**src/rtl/spi_master_ctrl.sv**
```systemverilog
// ============================================================================
// spi_master_ctrl : SPI frame master (select bit, cmd+payload, read turnaround)
// Rev 1.0
// ============================================================================
`default_nettype none

module spi_master_ctrl #(
   parameter int ADDR_SIZE  = 8,
   parameter int TURNAROUND = 2
) (
   input  logic                 clk,
   input  logic                 rst_n,
   input  logic                 start,
   input  logic [1:0]           cmd,
   input  logic [ADDR_SIZE-1:0] wdata,
   output logic                 busy,
   output logic                 done,
   output logic [ADDR_SIZE-1:0] rdata,
   output logic                 MOSI,
   input  logic                 MISO,
   output logic                 SS_N
);

   localparam int FW   = ADDR_SIZE + 2;
   localparam int MAXC = (FW > TURNAROUND) ? FW : TURNAROUND;
   localparam int CW   = $clog2(MAXC + 1);

   localparam logic [CW-1:0] LAST_SHIFT = CW'(FW - 1);
   localparam logic [CW-1:0] LAST_TURN  = CW'((TURNAROUND > 0) ? TURNAROUND - 1 : 0);
   localparam logic [CW-1:0] LAST_CAP   = CW'(ADDR_SIZE - 1);
   localparam logic [CW-1:0] CNT_ONE    = CW'(1);

   localparam logic [2:0] S_IDLE    = 3'd0;
   localparam logic [2:0] S_SELECT  = 3'd1;
   localparam logic [2:0] S_SHIFT   = 3'd2;
   localparam logic [2:0] S_TURN    = 3'd3;
   localparam logic [2:0] S_CAPTURE = 3'd4;
   localparam logic [2:0] S_FINISH  = 3'd5;

   logic [2:0]           state_q, state_d;
   logic [CW-1:0]        cnt_q,   cnt_d;
   logic [FW-1:0]        shift_q, shift_d;
   logic [ADDR_SIZE-1:0] cap_q,   cap_d;
   logic [ADDR_SIZE-1:0] rdata_q, rdata_d;
   logic                 rd_q,    rd_d;
   logic                 mosi_q,  mosi_d;
   logic                 ssn_q,   ssn_d;
   logic                 busy_q,  busy_d;
   logic                 done_q,  done_d;

   always_ff @(posedge clk or negedge rst_n) begin
      if (!rst_n) begin
         state_q <= S_IDLE;
         cnt_q   <= '0;
         shift_q <= '0;
         cap_q   <= '0;
         rdata_q <= '0;
         rd_q    <= 1'b0;
         mosi_q  <= 1'b0;
         ssn_q   <= 1'b1;
         busy_q  <= 1'b0;
         done_q  <= 1'b0;
      end else begin
         state_q <= state_d;
         cnt_q   <= cnt_d;
         shift_q <= shift_d;
         cap_q   <= cap_d;
         rdata_q <= rdata_d;
         rd_q    <= rd_d;
         mosi_q  <= mosi_d;
         ssn_q   <= ssn_d;
         busy_q  <= busy_d;
         done_q  <= done_d;
      end
   end

   always_comb begin
      state_d = state_q;
      cnt_d   = cnt_q;
      shift_d = shift_q;
      cap_d   = cap_q;
      rdata_d = rdata_q;
      rd_d    = rd_q;
      case (state_q)
         // FINISH already has SS_N high and busy low, so it doubles as the
         // accept slot; back-to-back frames then keep a single SS_N-high gap.
         S_IDLE, S_FINISH: begin
            if (state_q == S_FINISH && rd_q) begin
               rdata_d = cap_q;
            end
            state_d = S_IDLE;
            if (start) begin
               state_d = S_SELECT;
               cnt_d   = '0;
               cap_d   = '0;
               rd_d    = (cmd == 2'b11);
               shift_d = (cmd == 2'b11) ? {2'b11, {ADDR_SIZE{1'b0}}} : {cmd, wdata};
            end
         end
         S_SELECT: begin
            state_d = S_SHIFT;
            cnt_d   = '0;
         end
         S_SHIFT: begin
            shift_d = {shift_q[FW-2:0], 1'b0};
            if (cnt_q == LAST_SHIFT) begin
               cnt_d = '0;
               if (!rd_q) begin
                  state_d = S_FINISH;
               end else if (TURNAROUND == 0) begin
                  state_d = S_CAPTURE;
               end else begin
                  state_d = S_TURN;
               end
            end else begin
               cnt_d = cnt_q + CNT_ONE;
            end
         end
         S_TURN: begin
            if (cnt_q == LAST_TURN) begin
               cnt_d   = '0;
               state_d = S_CAPTURE;
            end else begin
               cnt_d = cnt_q + CNT_ONE;
            end
         end
         S_CAPTURE: begin
            cap_d = {cap_q[ADDR_SIZE-2:0], MISO};
            if (cnt_q == LAST_CAP) begin
               cnt_d   = '0;
               state_d = S_FINISH;
            end else begin
               cnt_d = cnt_q + CNT_ONE;
            end
         end
         default: begin
            state_d = S_IDLE;
            cnt_d   = '0;
         end
      endcase
   end

   // Outputs are decoded from the next state and registered with it.
   always_comb begin
      mosi_d = 1'b0;
      ssn_d  = 1'b1;
      busy_d = 1'b0;
      done_d = 1'b0;
      case (state_d)
         S_SELECT, S_SHIFT: begin
            mosi_d = shift_d[FW-1];
            ssn_d  = 1'b0;
            busy_d = 1'b1;
         end
         S_TURN, S_CAPTURE: begin
            ssn_d  = 1'b0;
            busy_d = 1'b1;
         end
         S_FINISH: begin
            done_d = 1'b1;
         end
         default: begin
            mosi_d = 1'b0;
         end
      endcase
   end

   assign MOSI  = mosi_q;
   assign SS_N  = ssn_q;
   assign busy  = busy_q;
   assign done  = done_q;
   assign rdata = rdata_q;

endmodule

`default_nettype wire
```
**config.mk**
```make
export PLATFORM = sky130hd
export DESIGN_NAME = spi_master_ctrl
export DESIGN_NICKNAME = d
export VERILOG_FILES = /design/src/rtl/spi_master_ctrl.sv
export SDC_FILE = /design/constraint.sdc
export NUM_CORES = 1
export LEC_CHECK = 0
export ABC_AREA = 1
export BUFFER_PORTS_ARGS = -buffer_cell sky130_fd_sc_hd__buf_2
export CAP_MARGIN = 5
export CORE_MARGIN = 5
export CORE_UTILIZATION = 55
export CTS_CLUSTER_SIZE = 28
export DETAILED_ROUTE_END_ITERATION = 6
export PLACE_DENSITY = 0.89
export SKIP_LAST_GASP = 1
export SLEW_MARGIN = 15
export SYNTH_ARGS = -nofsm -noshare
export SYNTH_HDL_FRONTEND = slang
export SYNTH_SLANG_ARGS = --single-unit
```
**constraint.sdc**
```tcl
create_clock -name clk -period 1.85 [get_ports clk]
set_input_delay 0 -clock clk [delete_from_list [all_inputs] [get_ports clk]]
set_output_delay 0 -clock clk [all_outputs]
set_load 0.02 [all_outputs]
```
==> impl_metrics.yaml, run 1 <==
floorplan:
  rows: 20
  die_w_um: 65.69
  pin_count: 26
  start_util_pct: 56.79
  dieHeight_um: 65.69
  core-area_um2: 3003
  die_area_um2: 4315
detailed_routing:
  drt_pass1_iterations: 4
  wl_per_cell_um: 12.63
  drt-total-wl_um: 3259
  postRouteAntennaNets: 0
  via_per_inst: 5.147
  drcViolationCount: 0
  drt_iter0_markers: 55
  vias: 1328
worst_hold_path:
  worstHoldPathType: "primary input to flop"
  hold_depth: 4
  holdPathEnd: "shift_q[0]"
  hp-start: "cmd[1]"
logic_synthesis:
  synthXorXnorAreaFrac_pct: 0.5136
  synthMuxAreaShare_pct: 0
  netlist_area_um2: 1705
  ys_ff_latch: 38
  synthSimpleGateAreaFrac_pct: 22.23
  syn_inst: 182
  seq_area_frac_synth_pct: 55.83
  avgSynthCellArea_um2: 9.370
  syn_nets: 198
  yosysUniqueCellTypes: 23
  synth_compound_area_share_pct: 12.55
  yosysWarnings: 0
  synth_top_family_by_area: "simple AND/OR/NAND/NOR gates"
  yosys.area_share.adder_pct: 1.467
place:
  place_congestion: 0.8694
  place_area_um2: 1867
  post-dp-hpwl_um: 2235
  dp_slack_ps: 375.1
  io_buffer_count: 25
  dpl.cell_count: 239
finish:
  nFillCells: 241
  area_growth_pct: 20.47
  stdcell_count: 258
  nNetsFinal: 240
  drive_gt1_share_pct: 24.89
  final_area_um2: 2054
  layout_common_cells: "dfrtp_1 (37), nand2_1 (36), inv_1 (25), buf_2 (25), o21ai_0 (13)"
  final_common_cell: "dfrtp_1"
  n_antenna_cell: 0
setup_path:
  critPathLaunch: "cnt_q[1]"
  worstPathRequired_ps: 2100
  worst_r2r_path_depth: 11
  path_class: "flop to flop"
  cp_max_fo: 3
  r2r_start: "cnt_q[1]"
  start_kind: "flop"
  r2r_end: "busy"
  crit_arrival_ps: 1740
  regToRegSetupSlack_ps: 360
  cp-end-kind: "flop"
sta:
  final.setup.worst_slack_ps: 357.9
  finalCriticalPeriod_ps: 1492
  rsz0062_at_grt: "false"
  slew_violations: 0
  setup_viol: 0
  maxSlewHeadroom_pct: 46.07
  worst_pin_slew_ps: 808.9
  fmaxAchievable_mhz: 670.2
  tns_ps: 0
  skew_ps: 21.51
  finalHoldViolations: 0
  finalCritPeriodShare_pct: 80.65
global_routing:
  grt_pass1_vias: 1340
  use_met1_pct: 22.74
  grtUsageTotal_pct: 18.62
  grt_first_pass_wirelength_um: 5913
  use_met2_pct: 30.41
  grt_max_degree: 39
  antenna_found_initial: 0
  overflow: 0
  gr-usage-met3_pct: 5.641
  grt.busiest_layer: "met2"
power_and_ir_drop:
  p_leak_nw: 1.045
  power_w: 0.002891
  peakVddDrop_mv: 0.7533
  pwr_density_cell_nw_per_um2: 1407
cts:
  root_buffer: "clkbuf_4"
  numCtsBuffers: 5
  clk_latency_ps: 360
  clk_pin_slew_ps: 130
  htreeDepth: 2
  ctsResizeCount: 0
  cts.sinks: 38
  cts_buffer_depth: 2
  postCtsSetupRepairBufs: 0
  cts_tree: "built"
status:
  status: "finished clean"
run:
  maxCapViolCount: 0
==> cell type report <==
cell class | count | area, um2 | share of cell area [%]
Sequential cell | 38 | 952.2 | 46.35
Multi-Input combinational cell | 112 | 626.9 | 30.51
Timing Repair Buffer | 36 | 235.2 | 11.45
Inverter | 31 | 121.4 | 5.907
Tap cell | 33 | 41.29 | 2.010
Clock inverter | 3 | 40.04 | 1.949
Clock buffer | 5 | 37.54 | 1.827
==> repair_timing <==
action,CTS,global route
hold buffers,11,0
setup endpoints to repair,0,0
hold endpoints to repair,47,0
==> cells by family after synthesis <==
family	Yosys count
xor gates and xnor gates	1
AOI/OAI and AO/OA	35
adders and majority gates	2
DFF	38
buffers and inverters	32
and+or+nand+nor	74
==> how the worst max path moves through the flow <==
stage | to | slack, ps | cells after the start
3_3_place_gp | busy | 420 | 9
2_1_floorplan | busy | 520 | 9
3_5_place_dp | busy | 380 | 11
5_1_grt | busy | 140 | 11
4_1_cts | busy | 360 | 11
6_report | busy | 360 | 11
==> metal layers <==
metal  share of wire, %  vias to the layer above  wire length, um
met5                  0                        -                0
met4                1.9                        0               61
met3                4.6                        4              150
met2                 49                       29             1603
met1                 44                      617             1443
li1                   -                      678                -
==> flip-flops by register name, indices dropped and copies added (netlist names), 3 cells and up <==
| name | flops |
|---|---|
| cnt_q | 4 |
| cap_q | 8 |
| rdata | 8 |
| shift_q | 10 |
| state_q | 3 |
==> metrics by stage <==
step | hold slack (ps) | util, %
2_1_floorplan | -295.6 | -
3_3_place_gp | 133.0 | 62.17
3_5_place_dp | 136.2 | 62.17
4_1_cts | 0.08127 | 68.42
5_1_grt | 16.91 | 68.42
6_report | 4.954 | 68.42
==> cell usage after synthesis <==
cell type / count / area (um2)
ha_1: 2 / 25.02
inv_1: 25 / 93.84
nand2_2: 7 / 43.79
inv_6: 1 / 8.760
buf_2: 1 / 5.000
xor2_1: 1 / 8.760
o211ai_1: 1 / 7.510
nand4_1: 1 / 6.260
dfstp_2: 1 / 26.28
nand2_8: 1 / 20.02
nor2_4: 3 / 33.78
nand2_1: 36 / 135.1
o22ai_1: 9 / 56.30
inv_2: 5 / 18.77
nor2_2: 2 / 12.51
nand3_1: 12 / 60.06
o21ai_0: 13 / 65.06
nor2_1: 9 / 33.78
dfrtp_1: 37 / 925.9
o221ai_1: 6 / 52.55
a22oi_1: 1 / 7.510
nand2_4: 3 / 33.78
a21oi_1: 5 / 25.02
==> critical path, stage by stage (launching register included) <==
cell,delay [ps]
dfrtp_1,410
inv_1,80
ha_1,180
nand2_1,60
nor2_1,160
nand2_2,80
nor2_1,110
nor2_1,60
inv_1,100
nand2_2,70
nand2_2,70
inv_2,30
==> report_power, final <==
group	total, W	internal [W]	switching [W]	leakage (nW)
Combinational	0.00113	0.000399	0.000735	0.497
Sequential	0.00120	0.00106	0.000145	0.503
Clock	0.000555	0.000280	0.000275	0.0450
Total	0.00289	0.00174	0.00116	1.04
Power figures use the tool's default switching activity.
==> run 2: changes to the inputs <==
clock period = 1.49 ns   (was 1.85 ns; I/O delays follow)
==> run 2 against run 1 <==
  * The run now ends with negative setup slack left
  * Die area stayed put
  * Setup slack lost 390 ps
  * Sequential share of layout area fell by 4.9 points
  * Fmax fell by 1.6%
  * Core utilization rose by 8.5 points
  * Clock power is 31% higher
  * Largest power group is now combinational logic
==> impl_metrics.yaml, run 2 (same netlist as run 1, synthesis figures left out) <==
status:
  status: "complete, but fails checks"
  violations: "negative setup slack"
setup_path:
  start_kind: "flop"
  regToRegSetupSlack_ps: -30
  r2r_start: "cnt_q[1]"
  r2r_end: "busy"
  path_class: "flop to flop"
  cp-end-kind: "flop"
  worstPathRequired_ps: 1760
  cp_max_fo: 3
  crit_chain: "inv_2 > ha_4 > nand2_2 > nor2_4 > nand2_2 > nor2_1 > nor2_1 > inv_1 > nand2_2 > nand2_2 > inv_2"
  worst_r2r_path_depth: 11
  crit_arrival_ps: 1790
  slowest_delay_ps: 430
  crit_path_frequent_cell: "nand2_2"
  cp_slowest_cell: "dfrtp_1"
power_and_ir_drop:
  p_leak_nw: 1.120
  pwr_density_cell_nw_per_um2: 1858
  peakVddDrop_mv: 1.174
global_routing:
  overflow: 0
  grt_max_degree: 39
  grt_pass1_vias: 1482
  grtUsageTotal_pct: 19.98
  grt_first_pass_wirelength_um: 6437
  antenna_found_initial: 0
finish:
  drive_gt1_share_pct: 40.17
  fin_util_pct: 76.92
  layout_common_cells: "dfrtp_1 (33), nand2_1 (26), buf_2 (25)"
  nNetsFinal: 255
  multi_input_area_um2: 743.2
  area_growth_pct: 35.44
  n_antenna_cell: 0
  largest_reg_flops: 10
  regMostFlops: "shift_q"
  nFillCells: 183
  final_common_cell: "dfrtp_1"
  regArea_um2: 957.2
cts:
  cts.sinks: 38
  clk_latency_ps: 360
  cts_buffer_depth: 2
  root_buffer: "clkbuf_4"
  numCtsBuffers: 5
  htreeDepth: 2
  cts_tree: "built"
  clk_pin_slew_ps: 110
floorplan:
  start_util_pct: 56.79
  pin_count: 26
  die_area_um2: 4315
  core-area_um2: 3003
  dieHeight_um: 65.69
  die_w_um: 65.69
  rows: 20
place:
  post-dp-hpwl_um: 2198
  io_buffer_count: 25
  place_congestion: 0.8820
  dp_slack_ps: 38.62
sta:
  final.setup.worst_slack_ps: -27.09
  fmaxAchievable_mhz: 659.2
  skew_ps: 8.649
  worst_pin_slew_ps: 470.7
  finalHoldViolations: 0
  finalCritPeriodShare_pct: 101.8
  slew_violations: 0
  finalCriticalPeriod_ps: 1517
  tns_ps: -27.28
  setup_viol: 2
  maxSlewHeadroom_pct: 68.62
  rsz0062_at_grt: "true"
detailed_routing:
  via_per_inst: 5.548
  drt-total-wl_um: 4071
  wl_per_cell_um: 14.97
  vias: 1509
  postRouteAntennaNets: 0
  drt_pass1_iterations: 4
  drt_iter0_markers: 78
  drcViolationCount: 0
run:
  maxCapViolCount: 0
worst_hold_path:
  holdPathEnd: "state_q[0]"
  hp-start: "start"
  hold_depth: 5
  worstHoldPathType: "primary input to flop"
-- run 2: stage by stage --
step / hold slack [ps] / total power [W] / instance area [um2] / cells
floorplan: -295.6 / 0.002573 / 1705 / 182
global placement: 63.96 / 0.002897 / 1904 / 244
detailed placement: 69.37 / 0.002946 / 1904 / 244
CTS: 15.68 / 0.003766 / 2125 / 264
global route: 86.55 / 0.004591 / 2310 / 272
finish: 88.82 / 0.004291 / 2310 / 272
-- run 2: worst max-delay path, delay by kind of cell, from the launching register on --
kind | cells | cell delay, ps
adder cells (fa/ha/maj) | 1 | 150
AND/OR/NAND/NOR | 7 | 650
flip-flops | 1 | 430
buffers and inverters | 3 | 210
-- run 2: how the worst max path moves through the flow --
stage	start	endpoint	slack, ps	depth (start not counted)
final	cnt_q[1]	busy	-30	11
after global placement	cnt_q[0]	busy	70	9
after CTS	cnt_q[1]	MOSI	1	8
after global routing	cnt_q[1]	busy	-120	11
after floorplan	cnt_q[1]	busy	160	9
after detailed placement	cnt_q[0]	busy	40	9
-- run 2: area by class of cell --
cell class | instances | share of cell area, %
clock buffer | 6 | 2.221
clock inverter | 1 | 1.300
inverter | 31 | 5.363
multi-input combinational | 112 | 32.18
sequential | 38 | 41.44
tap | 33 | 1.788
timing repair buffer | 51 | 15.71
-- run 2: power breakdown --
group | total, W | internal, W | switching [W]
clock network | 0.000727 | 0.000390 | 0.000336
logic | 0.00203 | 0.000828 | 0.00121
registers | 0.00153 | 0.00132 | 0.000207
total | 0.00429 | 0.00254 | 0.00175
-- run 2: per-layer routing --
layer,up-vias,wire length [um],GRT usage (%)
met5,-,0,0
met4,0,98,9.067
met3,11,205,6.838
met2,42,2134,34.54
met1,743,1632,21.88
li1,713,-,-
-- run 2: repair_timing --
action,4_1_cts,5_1_grt
hold endpoints to repair,47,0
gates resized for setup,3,30
pin swaps,1,19
endpoints found under the setup margin,1,24
hold buffers,12,0
buffers inserted,1,8
==> run 3: changes to the inputs <==
clock period = 1.5 ns   (was 1.49 ns; I/O delays follow)
==> run 3 against run 2 <==
  * The flow now finishes without violations
  * Via count is 4.2% lower
  * Largest power group unchanged
  * Highest routed layer unchanged
  * Non-clock buffer count decreased by 5
  * Clock-buffer cell count is the same
  * Sequential power about the same
  * Fmax up 1.3%
  * Combinational power is 15% lower
  * First-iteration DRC count fell by 29%
  * Clock power is essentially flat
  * Critical endpoint unchanged
  * Design area shrank 5.2%
  * Flip-flop and latch count did not move
  * Register-to-register slack improved by 30 ps
==> impl_metrics.yaml, run 3 (same netlist as run 1, synthesis figures left out) <==
place:
  place_congestion: 0.8820
  post-dp-hpwl_um: 2198
  io_buffer_count: 25
global_routing:
  grtUsageTotal_pct: 19.98
  grt.busiest_layer: "met2"
  overflow: 0
  use_met2_pct: 34.54
  use_met1_pct: 21.88
  grt_pass1_vias: 1482
  gr-usage-met3_pct: 6.838
  antenna_found_initial: 0
  grt_first_pass_wirelength_um: 6437
  grt_max_degree: 39
sta:
  fmaxAchievable_mhz: 667.7
  finalCriticalPeriod_ps: 1498
  maxSlewHeadroom_pct: 69.26
  setup_viol: 0
  finalHoldViolations: 0
  whs_ps: 26.82
  worst_pin_slew_ps: 461.2
  tns_ps: 0
  finalCritPeriodShare_pct: 99.84
  rsz0062_at_grt: "true"
  slew_violations: 0
  skew_ps: 11.36
setup_path:
  cp-end-kind: "flop"
  cp_max_fo: 3
  start_kind: "flop"
  crit_arrival_ps: 1770
  path_class: "flop to flop"
  worstPathRequired_ps: 1770
finish:
  nNetsFinal: 250
  regArea_um2: 957.2
  final_common_cell: "dfrtp_1"
  regMostFlops: "shift_q"
  layout_common_cells: "dfrtp_1 (33), nand2_1 (31), buf_2 (25)"
  multi_input_area_um2: 675.6
  drive_gt1_share_pct: 34.19
  n_antenna_cell: 0
  largest_reg_flops: 10
  area_growth_pct: 28.39
  nFillCells: 212
run:
  maxCapViolCount: 0
cts:
  cts_tree: "built"
  numCtsBuffers: 5
  htreeDepth: 2
  cts_buffer_depth: 2
  clk_pin_slew_ps: 110
  cts.sinks: 38
  root_buffer: "clkbuf_4"
  clk_latency_ps: 360
detailed_routing:
  drt_iter0_markers: 55
  wl_per_cell_um: 14.27
  drcViolationCount: 0
  vias: 1445
  postRouteAntennaNets: 0
  drt_pass1_iterations: 4
  drt-total-wl_um: 3810
  via_per_inst: 5.412
floorplan:
  pin_count: 26
  die_w_um: 65.69
  rows: 20
  core-area_um2: 3003
  dieHeight_um: 65.69
  start_util_pct: 56.79
  die_area_um2: 4315
power_and_ir_drop:
  power_w: 0.003943
  p_leak_nw: 1.091
  pwr_density_cell_nw_per_um2: 1801
  peakVddDrop_mv: 1.137
worst_hold_path:
  worstHoldPathType: "primary input to flop"
status:
  status: "finished clean"
-- run 3: critical path: stages (launching register included) --
cell and delay, ps:
dfrtp_1 420, inv_2 90, ha_4 140, nand2_1 60, nor2_2 190, nand2_2 100, nor2_1 110, nor2_1 70
inv_1 80, nand2_2 70, nand2_2 70, inv_2 30
-- run 3: worst paths after layout --
kind | from | end | slack (ps) | cells past startpoint
worst max-delay path | cnt_q[1] | busy | 2 | 11
worst min-delay path | start | MOSI | 30 | 3
min in group asynchronous | rst_n | shift_q[4] | 210 | 3
worst max register to register | cnt_q[1] | busy | 2 | 11
max in group asynchronous | rst_n | cnt_q[0] | 930 | 3
worst min register to register | rdata[2] | rdata[2] | 490 | 2
-- run 3: final cells by class --
class | count | share of cell area [%]
multi-input combinational | 112 | 30.86
clock buffer | 6 | 2.343
inverter | 31 | 5.543
timing repair buffer | 46 | 14.29
sequential | 38 | 43.71
clock inverter | 1 | 1.371
tap | 33 | 1.886
-- run 3: layer usage --
metal | vias to the layer above | share of wire [%]
met1 | 675 | 39
met2 | 53 | 51
met3 | 17 | 6.5
met4 | 0 | 3.4
met5 | - | 0
li1 | 700 | -
-- run 3: what timing repair did --
item / CTS / global route
endpoints found under the hold margin: 47 / 0
resized for setup: 3 / 15
hold buffers: 12 / 0
setup buffers: 1 / 3
setup endpoints to repair: 1 / 24
pin swaps: 1 / 4
-- run 3: stage by stage --
stage	std cells	instance area [um2]	setup slack (ps)	utilization, %
final	267	2190	2.400	72.92
after CTS	264	2125	11.30	70.75
after global routing	267	2190	-103.4	72.92
after global placement	244	1904	79.21	63.42
after floorplan	182	1705	166.5	-
after detailed placement	244	1904	48.62	63.42
-- run 3: power by group --
group	leakage (nW)	internal, W	switching, W
Clock	0.0443	0.000388	0.000339
Sequential	0.498	0.00131	0.000184
Combinational	0.549	0.000651	0.00107
